## src/rtl/muller_c_harness_pkg.sv

```systemverilog
// muller_harness_pkg: FSM states, LFSR taps, golden C-element and saturating-add helpers
package muller_harness_pkg;
  typedef enum logic [2:0] {IDLE, INIT, APPLY, SETTLE, CHECK, DONE} state_t;
  localparam logic [15:0] LFSR_TAPS = 16'hB400;
  function automatic logic c_next(input logic [31:0] v, input int n, input logic prev);
    logic [31:0] m;
    m = (n >= 32) ? '1 : (32'h1 << n) - 32'h1;
    return ((v & m) == m) ? 1'b1 : ((v & m) == '0) ? 1'b0 : prev;
  endfunction
  function automatic logic [15:0] sat_add(input logic [15:0] a, input logic [15:0] b);
    logic [16:0] s;
    s = {1'b0, a} + {1'b0, b};
    return s[16] ? 16'hFFFF : s[15:0];
  endfunction
endpackage

```

## src/rtl/muller_c_harness_sync_debounce.sv

```systemverilog
// sync_debounce: 2-FF synchroniser (clk, rst_n, d -> q) plus optional DEB_CYCLES stability filter
module sync_debounce #(
  parameter int DEB_CYCLES = 0
) (
  input  logic clk,
  input  logic rst_n,
  input  logic d,
  output logic q
);
  logic s1, s2;
  always_ff @(posedge clk) {s1, s2} <= rst_n ? {d, s1} : 2'b00;
  if (DEB_CYCLES == 0) begin : g_sync
    assign q = s2;
  end else begin : g_deb
    localparam int W = $clog2(DEB_CYCLES + 1);
    logic [W-1:0] cnt;
    logic acc;
    always_ff @(posedge clk) begin
      if (!rst_n) begin
        cnt <= '0;
        acc <= 1'b0;
      end else if (s2 == acc) begin
        cnt <= '0;
      end else if (cnt == W'(DEB_CYCLES - 1)) begin
        cnt <= '0;
        acc <= s2;
      end else begin
        cnt <= cnt + 1'b1;
      end
    end
    assign q = acc;
  end
endmodule

```

## src/rtl/muller_c_harness.sv

```systemverilog
// muller_c_harness: drives C-element DUT inputs (dut_in) from switches or LFSR, checks dut_c against a golden model (err_flag/err_count/vec_count/busy/done)
module muller_c_harness
  import muller_harness_pkg::*;
#(
  parameter int          CHANNELS      = 4,
  parameter int          INPUTS        = 2,
  parameter int          DEB_CYCLES    = 330000,
  parameter int          SETTLE_CYCLES = 8,
  parameter int          NUM_VECTORS   = 1024,
  parameter logic [15:0] LFSR_SEED     = 16'hACE1
) (
  input  logic                         CLK_33MHZ_FPGA,
  input  logic                         RESET_N,
  input  logic                         mode,
  input  logic [CHANNELS*INPUTS-1:0]   manual_in,
  input  logic [CHANNELS-1:0]          dut_c,
  output logic [CHANNELS*INPUTS-1:0]   dut_in,
  output logic [CHANNELS-1:0]          err_flag,
  output logic [15:0]                  err_count,
  output logic [15:0]                  vec_count,
  output logic                         busy,
  output logic                         done
);
  localparam int N  = CHANNELS * INPUTS;
  localparam int SW = $clog2(SETTLE_CYCLES);
  state_t state, state_n;
  logic [SW-1:0] cnt;
  logic mode_s;
  logic [N-1:0] man_q, vec;
  logic [CHANNELS-1:0] c_s, gold, gold_n, mism;
  logic [15:0] lfsr, lfsr_n;
  sync_debounce #(.DEB_CYCLES(0)) u_mode (.clk(CLK_33MHZ_FPGA), .rst_n(RESET_N), .d(mode), .q(mode_s));
  for (genvar i = 0; i < N; i++) begin : g_sw
    sync_debounce #(.DEB_CYCLES(DEB_CYCLES)) u_sw (.clk(CLK_33MHZ_FPGA), .rst_n(RESET_N), .d(manual_in[i]), .q(man_q[i]));
  end
  for (genvar k = 0; k < CHANNELS; k++) begin : g_ch
    sync_debounce #(.DEB_CYCLES(0)) u_c (.clk(CLK_33MHZ_FPGA), .rst_n(RESET_N), .d(dut_c[k]), .q(c_s[k]));
    assign gold_n[k] = c_next(32'(vec[k*INPUTS +: INPUTS]), INPUTS, gold[k]);
  end
  assign lfsr_n = {1'b0, lfsr[15:1]} ^ (lfsr[0] ? LFSR_TAPS : 16'h0);
  assign mism   = c_s ^ gold;
  assign busy   = state inside {INIT, APPLY, SETTLE, CHECK};
  assign done   = state == DONE;
  // vectors wider than the LFSR repeat its 16-bit word
  always_comb begin
    vec = '0;
    for (int b = 0; b < N; b++) vec[b] = lfsr[b % 16];
  end
  always_comb begin
    state_n = state;
    if (state != IDLE && !mode_s) state_n = IDLE;
    else
      case (state)
        IDLE:    state_n = mode_s ? INIT : IDLE;
        INIT:    state_n = (cnt == SW'(SETTLE_CYCLES - 1)) ? APPLY : INIT;
        APPLY:   state_n = SETTLE;
        SETTLE:  state_n = (cnt == SW'(SETTLE_CYCLES - 2)) ? CHECK : SETTLE;
        CHECK:   state_n = (vec_count == 16'(NUM_VECTORS - 1)) ? DONE : APPLY;
        default: state_n = state;
      endcase
  end
  always_ff @(posedge CLK_33MHZ_FPGA) begin
    state <= RESET_N ? state_n : IDLE;
    cnt   <= (!RESET_N || state_n != state) ? '0 : cnt + 1'b1;
  end
  always_ff @(posedge CLK_33MHZ_FPGA) begin
    if (!RESET_N) begin
      dut_in    <= '0;
      gold      <= '0;
      lfsr      <= LFSR_SEED;
      err_flag  <= '0;
      err_count <= '0;
      vec_count <= '0;
    end else if (state == IDLE) begin
      if (mode_s) begin
        dut_in    <= '0;
        gold      <= '0;
        lfsr      <= LFSR_SEED;
        err_flag  <= '0;
        err_count <= '0;
        vec_count <= '0;
      end else begin
        dut_in    <= man_q;
        vec_count <= '0;
      end
    end else if (mode_s) begin
      if (state == APPLY) begin
        dut_in <= vec;
        gold   <= gold_n;
        lfsr   <= lfsr_n;
      end
      if (state == CHECK) begin
        err_flag  <= err_flag | mism;
        err_count <= sat_add(err_count, 16'($countones(mism)));
        vec_count <= vec_count + 16'd1;
      end
    end
  end
endmodule

```

## config.mk

```make
export PLATFORM = sky130hd
export DESIGN_NAME = muller_c_harness
export DESIGN_NICKNAME = d
export VERILOG_FILES = /design/src/rtl/muller_c_harness_pkg.sv /design/src/rtl/muller_c_harness_sync_debounce.sv /design/src/rtl/muller_c_harness.sv
export SDC_FILE = /design/constraint.sdc
export NUM_CORES = 1
export LEC_CHECK = 0
export CAP_MARGIN = 5
export CORE_MARGIN = 2
export CORE_UTILIZATION = 49
export DETAILED_ROUTE_END_ITERATION = 10
export GPL_TIMING_DRIVEN = 0
export PLACE_DENSITY = 0.67
export SLEW_MARGIN = 20
export SYNTH_ARGS = -nofsm -noshare
export SYNTH_HDL_FRONTEND = slang
export SYNTH_HIERARCHICAL = 1
export SYNTH_SLANG_ARGS = --single-unit
```

## constraint.sdc

```tcl
create_clock -name CLK_33MHZ_FPGA -period 4.7 [get_ports CLK_33MHZ_FPGA]
set_input_delay 0.47 -clock CLK_33MHZ_FPGA [delete_from_list [all_inputs] [get_ports CLK_33MHZ_FPGA]]
set_output_delay 0.47 -clock CLK_33MHZ_FPGA [all_outputs]
set_load 0.005 [all_outputs]
```

==> results.cfg, run 1 <==
[final_layout]
antenna_cells = 0
layout-drive-gt1-share_pct = 8.081
syn_to_final_growth_pct = 17.24
final_cell_mix = dfxtp_1, nor2_1, nand2_1, xor2_1, a21oi_1
post-route-util_pct = 59.04
nets = 1400
final_common_cell = dfxtp_1

[pwr]
peakVddDrop_mv = 0.2564
power_frac_comb_pct = 2.1
power_frac_seq_pct = 47.8
power.switching_mw = 0.9633
p_sw_share_pct = 20.95
clkPwrFrac_pct = 50.2
powerDensity_nw_per_um2 = 341.9
cellLeakagePower_nw = 4.557
p_int_mw = 3.635

[sta]
final.setup.tns_ps = 0
rsz0062_at_grt = false
slew_violations = 0
slew_headroom_pct = 25.67
fmax_mhz = 296.4
finalCritPeriodShare_pct = 71.80
worst_slew_pin_slew_ps = 1100
fin_crit_ps = 3374
setup_violations = 0
clock_skew_ps = 12.18
hold_violations = 0
setup_ws_ps = 1326

[yosys]
synth_cell_types = 69
synth-compound-area-share_pct = 12.54
syn_inst = 1275
synth_seq_cells = 256
yosysWarnings = 6
synth_xor_area_share_pct = 8.781
synth_edf_count = 0
yosysSeqAreaShare_pct = 44.68
synth_fa_ha_area_share_pct = 2.378
postSynthAreaPerCell_um2 = 8.997
yosys.area_share.simple_pct = 28.08
syn-cell-area_um2 = 11470
synth-async-reset-ratio_pct = 0
muxShareOfSynthArea_pct = 0.08726
synth-main-ff-cell = dfxtp_1
synth_top_family_by_area = simple AND/OR/NAND/NOR gates
synth_nets = 1310

[route]
drt_pass1_iterations = 4
viasPerCell = 5.514
wire_per_inst_um = 14.00
first_iter_violations = 581
ant_nets = 0
via_count = 9368
wl_um = 23780
drc = 0

[clock_network]
cts_made_buffers = 28
cts_hold_repair.buffers = 0
clock_latency_ps = 530
clockBufferDepth = 3
cts_tree = yes
cts_post_setup_buffers_inserted = 0
clk_pin_slew_ps = 60
cts_resized = 0
clockRootBuffer = clkbuf_16
cts.sink_count = 256
ctsHtreeMaxLevel = 1

[floorplan]
coreArea_um2 = 22780
dieArea_um2 = 24650
initial_core_util_pct = 50.36
rows = 55
dieWidth_um = 157.0
die_y_um = 157.0
io_pins = 61

[run_status]
status = finished, final reports clean

[global_routing]
grt_use_total_pct = 19.46
grt_pass1_vias = 8665
grt_overflow = 0
grt_max_degree = 61
busiest_layer = met2
grt_first_pass_wirelength_um = 40630
gr-usage-met1_pct = 26.58
grtUsageMet3_pct = 2.698
use_met2_pct = 32.39
antenna_found_initial = 0

[worst_hold_path]
hp-class = reg -> reg

[critical_path]
path_class = reg -> reg
cp-start-kind = flop
cp.arrival_ps = 3810
required_ps = 5130
cp-end-kind = flop
cp_max_fo = 5

[place]
dp_hpwl_um = 16150
place.gp.congestion = 0.8131
port_buffers = 60
pre_cts_slack_ps = 1376

[run]
max-cap-violations = 0
## worst max-delay path, stage by stage (launching register included)
cell and delay (ps):
dfxtp_1 330, xnor2_1 290, fa_1 490, fa_1 430
inv_1 90, fa_1 250, nand4_1 240, nor4_1 680
nor2_1 160, a311oi_1 310
## sequential cells by signal, indices dropped and copies added (netlist names)
register and flops:
g_sw.u_sw/g_deb.cnt 152, err_count 16, lfsr 16, vec_count 16, dut_in 8, g_sw.u_sw/q 8
g_sw.u_sw/s1 8, g_sw.u_sw/s2 8, err_flag 4, g_ch.u_c/q 4, g_ch.u_c/s1 4, gold 4
cnt 3, state 3, u_mode/q 1, u_mode/s1 1
## routing by layer
metal	up-vias	wire [um]
met2	150	10900
met1	4411	11510
li1	4778	-
met4	0	408
met5	-	0
met3	29	960
## kinds of logic (layout without fill, tap and decap cells)
family	after synthesis	in the layout
XOR/XNOR	115	115
AND/OR/NAND/NOR	581	581
adder cells (fa/ha/maj)	20	20
multiplexers	1	1
AO/OA/AOI/OAI	223	223
buffers and inverters	79	190
flip-flops	256	256
## Yosys cell counts (3+ instances only)
cell | n | area (um2)
a211oi_1 | 8 | 60.06
a31oi_1 | 10 | 62.56
nand2_1 | 91 | 341.6
and2_1 | 27 | 168.9
nor3b_1 | 10 | 75.07
nand4_1 | 61 | 381.6
o211ai_4 | 7 | 148.9
o21ai_0 | 65 | 325.3
and3_1 | 26 | 162.7
buf_6 | 10 | 112.6
nor4b_2 | 7 | 105.1
dfxtp_1 | 256 | 5125
buf_2 | 10 | 50.05
clkbuf_1 | 18 | 67.56
clkbuf_2 | 7 | 35.03
nor4_1 | 15 | 93.84
nor3_1 | 23 | 115.1
nor4bb_1 | 8 | 80.08
or4_1 | 5 | 37.54
or3_1 | 49 | 306.5
o21a_1 | 3 | 22.52
o211ai_1 | 10 | 75.07
inv_1 | 32 | 120.1
nor2b_1 | 4 | 25.02
a21oi_1 | 75 | 375.4
xor2_1 | 81 | 709.4
nand4_2 | 7 | 87.58
and4_1 | 25 | 219.0
ha_1 | 17 | 212.7
xnor2_1 | 34 | 297.8
a22o_1 | 4 | 35.03
nand3_1 | 59 | 295.3
o22ai_1 | 9 | 56.30
a21o_1 | 3 | 22.52
nor2_1 | 149 | 559.3
o31ai_1 | 9 | 67.56
fa_1 | 3 | 60.06
## cell type report
class	instances	area, um2
sequential	256	5125
clock buffer	34	784.5
timing repair buffer	60	598.1
multi-input combinational	940	5949
clock inverter	17	203.9
buffer	47	276.5
fill	2004	9329
inverter	32	120.1
tap	313	391.6
## per-stage QoR
stage	hold WS [ps]	instance area, um2	total power, mW	cells
final	421.6	13450	4.598	1699
after global routing	446.4	13450	4.757	1699
after CTS	422.1	13450	4.664	1699
after detailed placement	416.9	12460	2.338	1648
after global placement	415.3	12460	2.337	1648
after floorplan	411.8	11470	2.297	1275
## power by group through the flow
stage | sequential, mW | clock [mW] | combinational (mW)
after floorplan | 2.24 | 0 | 0.0550
after global placement | 2.24 | 0 | 0.0935
after detailed placement | 2.24 | 0 | 0.0942
after CTS | 2.20 | 2.37 | 0.0953
after global routing | 2.20 | 2.46 | 0.105
final | 2.20 | 2.31 | 0.0946
## worst paths after layout
| check | from | endpoint | slack [ps] | cells after the start |
|---|---|---|---|---|
| hold reg to reg | g_sw[3].u_sw/s1 | g_sw[3].u_sw/s2 | 420 | 1 |
| setup reg to reg | gold[2] | err_count[13] | 1330 | 9 |
| hold / removal | g_sw[3].u_sw/s1 | g_sw[3].u_sw/s2 | 420 | 1 |
| setup / recovery | gold[2] | err_count[13] | 1330 | 9 |
Note: power is estimated with default switching activity, not from simulation.
==> run 2: changes to the inputs <==
--- a/config.mk
+++ b/config.mk
@@ -10,7 +10,7 @@
 export CORE_UTILIZATION = 49
 export DETAILED_ROUTE_END_ITERATION = 10
 export GPL_TIMING_DRIVEN = 0
-export PLACE_DENSITY = 0.67
+export PLACE_DENSITY = 0.7
 export SLEW_MARGIN = 20
 export SYNTH_ARGS = -nofsm -noshare
 export SYNTH_HDL_FRONTEND = slang
==> constraint.sdc (replaced) <==
create_clock -name CLK_33MHZ_FPGA -period 3.1 [get_ports CLK_33MHZ_FPGA]
set_input_delay 0.31 -clock CLK_33MHZ_FPGA [delete_from_list [all_inputs] [get_ports CLK_33MHZ_FPGA]]
set_output_delay 0.31 -clock CLK_33MHZ_FPGA [all_outputs]
set_load 0.005 [all_outputs]
==> results.cfg, run 2 (synthesis gave the netlist of run 1 again) <==
[sta]
slew_violations = 0
worst_slew_pin_slew_ps = 950.9
slew_headroom_pct = 36.02
fmax_mhz = 339.0
setup_violations = 0
fin_hold_ws_ps = 340.3
fin_crit_ps = 2950
clock_skew_ps = 7.202
finalCritPeriodShare_pct = 95.16
hold_violations = 0
setup_ws_ps = 150.2
final.setup.tns_ps = 0

[critical_path]
cp_max_fo = 7
cp-start-kind = flop
cp-end-kind = flop
cp.arrival_ps = 3410
required_ps = 3560
path_class = reg -> reg

[floorplan]
io_pins = 61
dieArea_um2 = 24650
coreArea_um2 = 22780
die_y_um = 157.0
initial_core_util_pct = 50.36
dieWidth_um = 157.0
rows = 55

[clock_network]
clockBufferDepth = 3
cts_tree = yes
clockRootBuffer = clkbuf_16
ctsHtreeMaxLevel = 1
clock_latency_ps = 540
cts.sink_count = 256
cts_made_buffers = 28
clk_pin_slew_ps = 60
cts_hold_repair.buffers = 0

[final_layout]
largest_reg_flops = 152
layout-drive-gt1-share_pct = 9.058
syn_to_final_growth_pct = 18.14
final_cell_mix = dfxtp_1, nor2_1, nand2_1, xor2_1, a21oi_1
antenna_cells = 0
fin_cells = 1704
nets = 1405
final_common_cell = dfxtp_1
largest-register = g_sw.u_sw/g_deb.cnt

[run]
max-cap-violations = 0

[global_routing]
grt_overflow = 0
grt_pass1_vias = 8623
antenna_found_initial = 0
grt_first_pass_wirelength_um = 40540
grt_max_degree = 61
grt_use_total_pct = 19.43

[route]
wire_per_inst_um = 14.02
drc = 0
via_count = 9387
first_iter_violations = 514
ant_nets = 0
viasPerCell = 5.509
wl_um = 23890
drt_pass1_iterations = 5

[place]
place.gp.congestion = 0.8564
pre_cts_slack_ps = -118.1
dp_hpwl_um = 16230
port_buffers = 60
place_inst = 1648

[pwr]
powerDensity_nw_per_um2 = 522.3
peakVddDrop_mv = 0.4044
cellLeakagePower_nw = 4.610
power_mw = 7.079

[run_status]
status = finished, final reports clean

[worst_hold_path]
hp-class = in -> reg
## run 2: layout make-up
type                    instances  area, um2
fillers                      1994       9226
multi-input cells             940       5982
flip-flops and latches        256       5126
clock buffers                  34      774.5
repair buffers                 65      635.6
well taps                     313      391.6
plain buffers                  47      282.8
clock inverters                17      239.0
inverters                      32      120.1
## run 2: repair_timing
action / 4_1_cts / 5_1_grt
gates resized for setup: 3 / 9
buffers inserted: 2 / 3
endpoints found under the setup margin: 12 / 13
pin swaps: 0 / 5
endpoints found under the hold margin: 0 / 0
## run 2: path summary, 6_finish.rpt
path | startpoint | to | slack [ps] | cells past startpoint
worst max-delay path | g_ch[2].u_c/q | err_count[0] | 150 | 10
worst min-delay path | dut_c[2] | g_ch[2].u_c/s1 | 340 | 2
worst max register to register | g_ch[2].u_c/q | err_count[0] | 150 | 10
worst min register to register | g_sw[3].u_sw/s1 | g_sw[3].u_sw/s2 | 430 | 1
## run 2: worst max-delay path, stage by stage, from the launching register on
cell,delay (ps)
dfxtp_1,320
xnor2_2,200
fa_1,480
fa_2,390
inv_1,90
fa_2,230
nand4_1,220
or4_1,450
clkbuf_4,190
a21o_1,180
a21oi_1,130
## run 2: metrics by stage
| stage | cell area (um2) | utilization [%] |
|---|---|---|
| after global placement | 12460 | 54.72 |
| after detailed placement | 12470 | 54.73 |
| final | 13550 | 59.49 |
| after floorplan | 11470 | - |
| after global routing | 13550 | 59.49 |
| after CTS | 13510 | 59.29 |
## run 2: where the power goes
| part | internal, mW | switching [mW] | leakage (nW) |
|---|---|---|---|
| logic | 0.0593 | 0.0846 | 2.03 |
| clock network | 2.27 | 1.34 | 0.510 |
| registers | 3.32 | 0.0147 | 2.07 |
## run 2: layer usage
metal / vias up / wire (um) / track usage [%]
met1: 4405 / 11510 / 26.59
li1: 4787 / - / -
met3: 40 / 905 / 2.588
met5: - / 0 / 0
met4: 0 / 580 / 5.461
met2: 155 / 10900 / 32.18
==> run 3: changes to the inputs <==
--- a/config.mk
+++ b/config.mk
@@ -6,7 +6,7 @@
 export NUM_CORES = 1
 export LEC_CHECK = 0
 export CAP_MARGIN = 5
-export CORE_MARGIN = 2
+export CORE_MARGIN = 8
 export CORE_UTILIZATION = 49
 export DETAILED_ROUTE_END_ITERATION = 10
 export GPL_TIMING_DRIVEN = 0
==> results.cfg, run 3 (synthesis gave the netlist of run 1 again) <==
[global_routing]
grt_use_total_pct = 16.80
grt_pass1_vias = 8854
grt_max_degree = 61
grt_first_pass_wirelength_um = 41500
grt_overflow = 0
antenna_found_initial = 0

[route]
wl_um = 24350
drc = 0
wire_per_inst_um = 14.30
ant_nets = 0
first_iter_violations = 563
drt_pass1_iterations = 5
via_count = 9368
viasPerCell = 5.501

[clock_network]
clockRootBuffer = clkbuf_16
ctsHtreeMaxLevel = 1
clock_latency_ps = 540
cts_made_buffers = 28
cts.sink_count = 256
clk_pin_slew_ps = 60
clockBufferDepth = 3
cts_tree = yes
cts_hold_repair.buffers = 0

[final_layout]
seq_area_um2 = 5125
final_common_cell = dfxtp_1
multi_input_area_um2 = 5992
fillers = 2126
final_cell_mix = dfxtp_1, nor2_1, nand2_1, xor2_1, a21oi_1
antenna_cells = 0
largest_reg_flops = 152
syn_to_final_growth_pct = 17.40
nets = 1399
largest-register = g_sw.u_sw/g_deb.cnt
layout-drive-gt1-share_pct = 8.309

[worst_hold_path]
whs_path_depth = 2
hp-class = in -> reg

[critical_path]
cp_max_fo = 7
cp.arrival_ps = 3450
r2r_cells = 9
cp-end-kind = flop
path_class = reg -> reg
cp-start-kind = flop
required_ps = 3570

[floorplan]
io_pins = 61
die_y_um = 169.0
dieWidth_um = 169.0
rows = 56
initial_core_util_pct = 49.31
coreArea_um2 = 23260
dieArea_um2 = 28560

[pwr]
power_mw = 6.872
peakVddDrop_mv = 0.4463
cellLeakagePower_nw = 4.568
powerDensity_nw_per_um2 = 510.3

[sta]
setup_violations = 0
clock_skew_ps = 11.00
hold_violations = 0
slew_violations = 0
fin_crit_ps = 2987
slew_headroom_pct = 32.04
final.setup.tns_ps = 0
worst_slew_pin_slew_ps = 1010
fmax_mhz = 334.8
finalCritPeriodShare_pct = 96.34

[place]
place.gp.congestion = 0.8682
port_buffers = 60
dp_hpwl_um = 16810

[run_status]
status = finished, final reports clean

[run]
max-cap-violations = 0
## run 3: changes by cell type in the layout (fill, tap and decap cells not counted), moves of 2 or more
| cell | before | now |
|---|---|---|
| bufinv_16 | 6 | 4 |
| clkinv_2 | 10 | 8 |
| buf_4 | 7 | 3 |
| clkbuf_1 | 17 | 20 |
## run 3: report_power, final
part | internal (mW) | leakage (nW) | total, mW | switching, mW
clock | 2.10 | 0.477 | 3.40 | 1.30
sequential | 3.32 | 2.07 | 3.33 | 0.0147
combinational | 0.0582 | 2.02 | 0.142 | 0.0840
## run 3: timing repair
action | in CTS | in global routing
resized for setup | 4 | 4
buffers inserted | 0 | 1
setup endpoints to repair | 7 | 8
pin swaps | 0 | 3
## run 3: per-stage QoR
step	util [%]	hold WS (ps)	area (um2)	std cells	setup WS [ps]
3_5_place_dp	53.63	418.9	12470	1654	-125.4
3_3_place_gp	53.61	415.6	12470	1654	-976.2
6_report	57.89	335.2	13470	1703	113.4
2_1_floorplan	-	411.8	11470	1275	240.3
4_1_cts	57.80	309.7	13450	1703	4.603
5_1_grt	57.89	334.9	13470	1703	-27.15
## run 3: metal layers
metal  vias to the layer above  track usage, %  share of wire, %
met4                         0           4.540               1.9
met3                        38           3.005               4.6
met1                      4391           21.98                47
met5                         -               0                 0
li1                       4783               -                 -
met2                       156           28.12                46
## run 3: cell type report
class / instances / area share, %
Buffer: 45 / 2.007
Tap cell: 319 / 2.964
Sequential cell: 256 / 38.06
Clock buffer: 37 / 5.835
Clock inverter: 13 / 1.254
Timing Repair Buffer: 61 / 4.497
Inverter: 32 / 0.8919
Multi-Input combinational cell: 940 / 44.49
## run 3: worst max-delay path, stage by stage (launching register included)
cell and delay, ps:
dfxtp_1 340, xnor2_2 160, fa_1 500, fa_1 420, inv_1 80, fa_2 240
nand4_1 270, or4_4 560, a21o_1 200, a21oi_1 120
## run 3: final timing paths
kind	startpoint	endpoint	slack, ps
worst min-delay path	mode	u_mode/s1	340
worst max register to register	gold[2]	err_count[0]	110
worst max-delay path	gold[2]	err_count[0]	110
worst min register to register	g_sw[6].u_sw/s1	g_sw[6].u_sw/s2	430
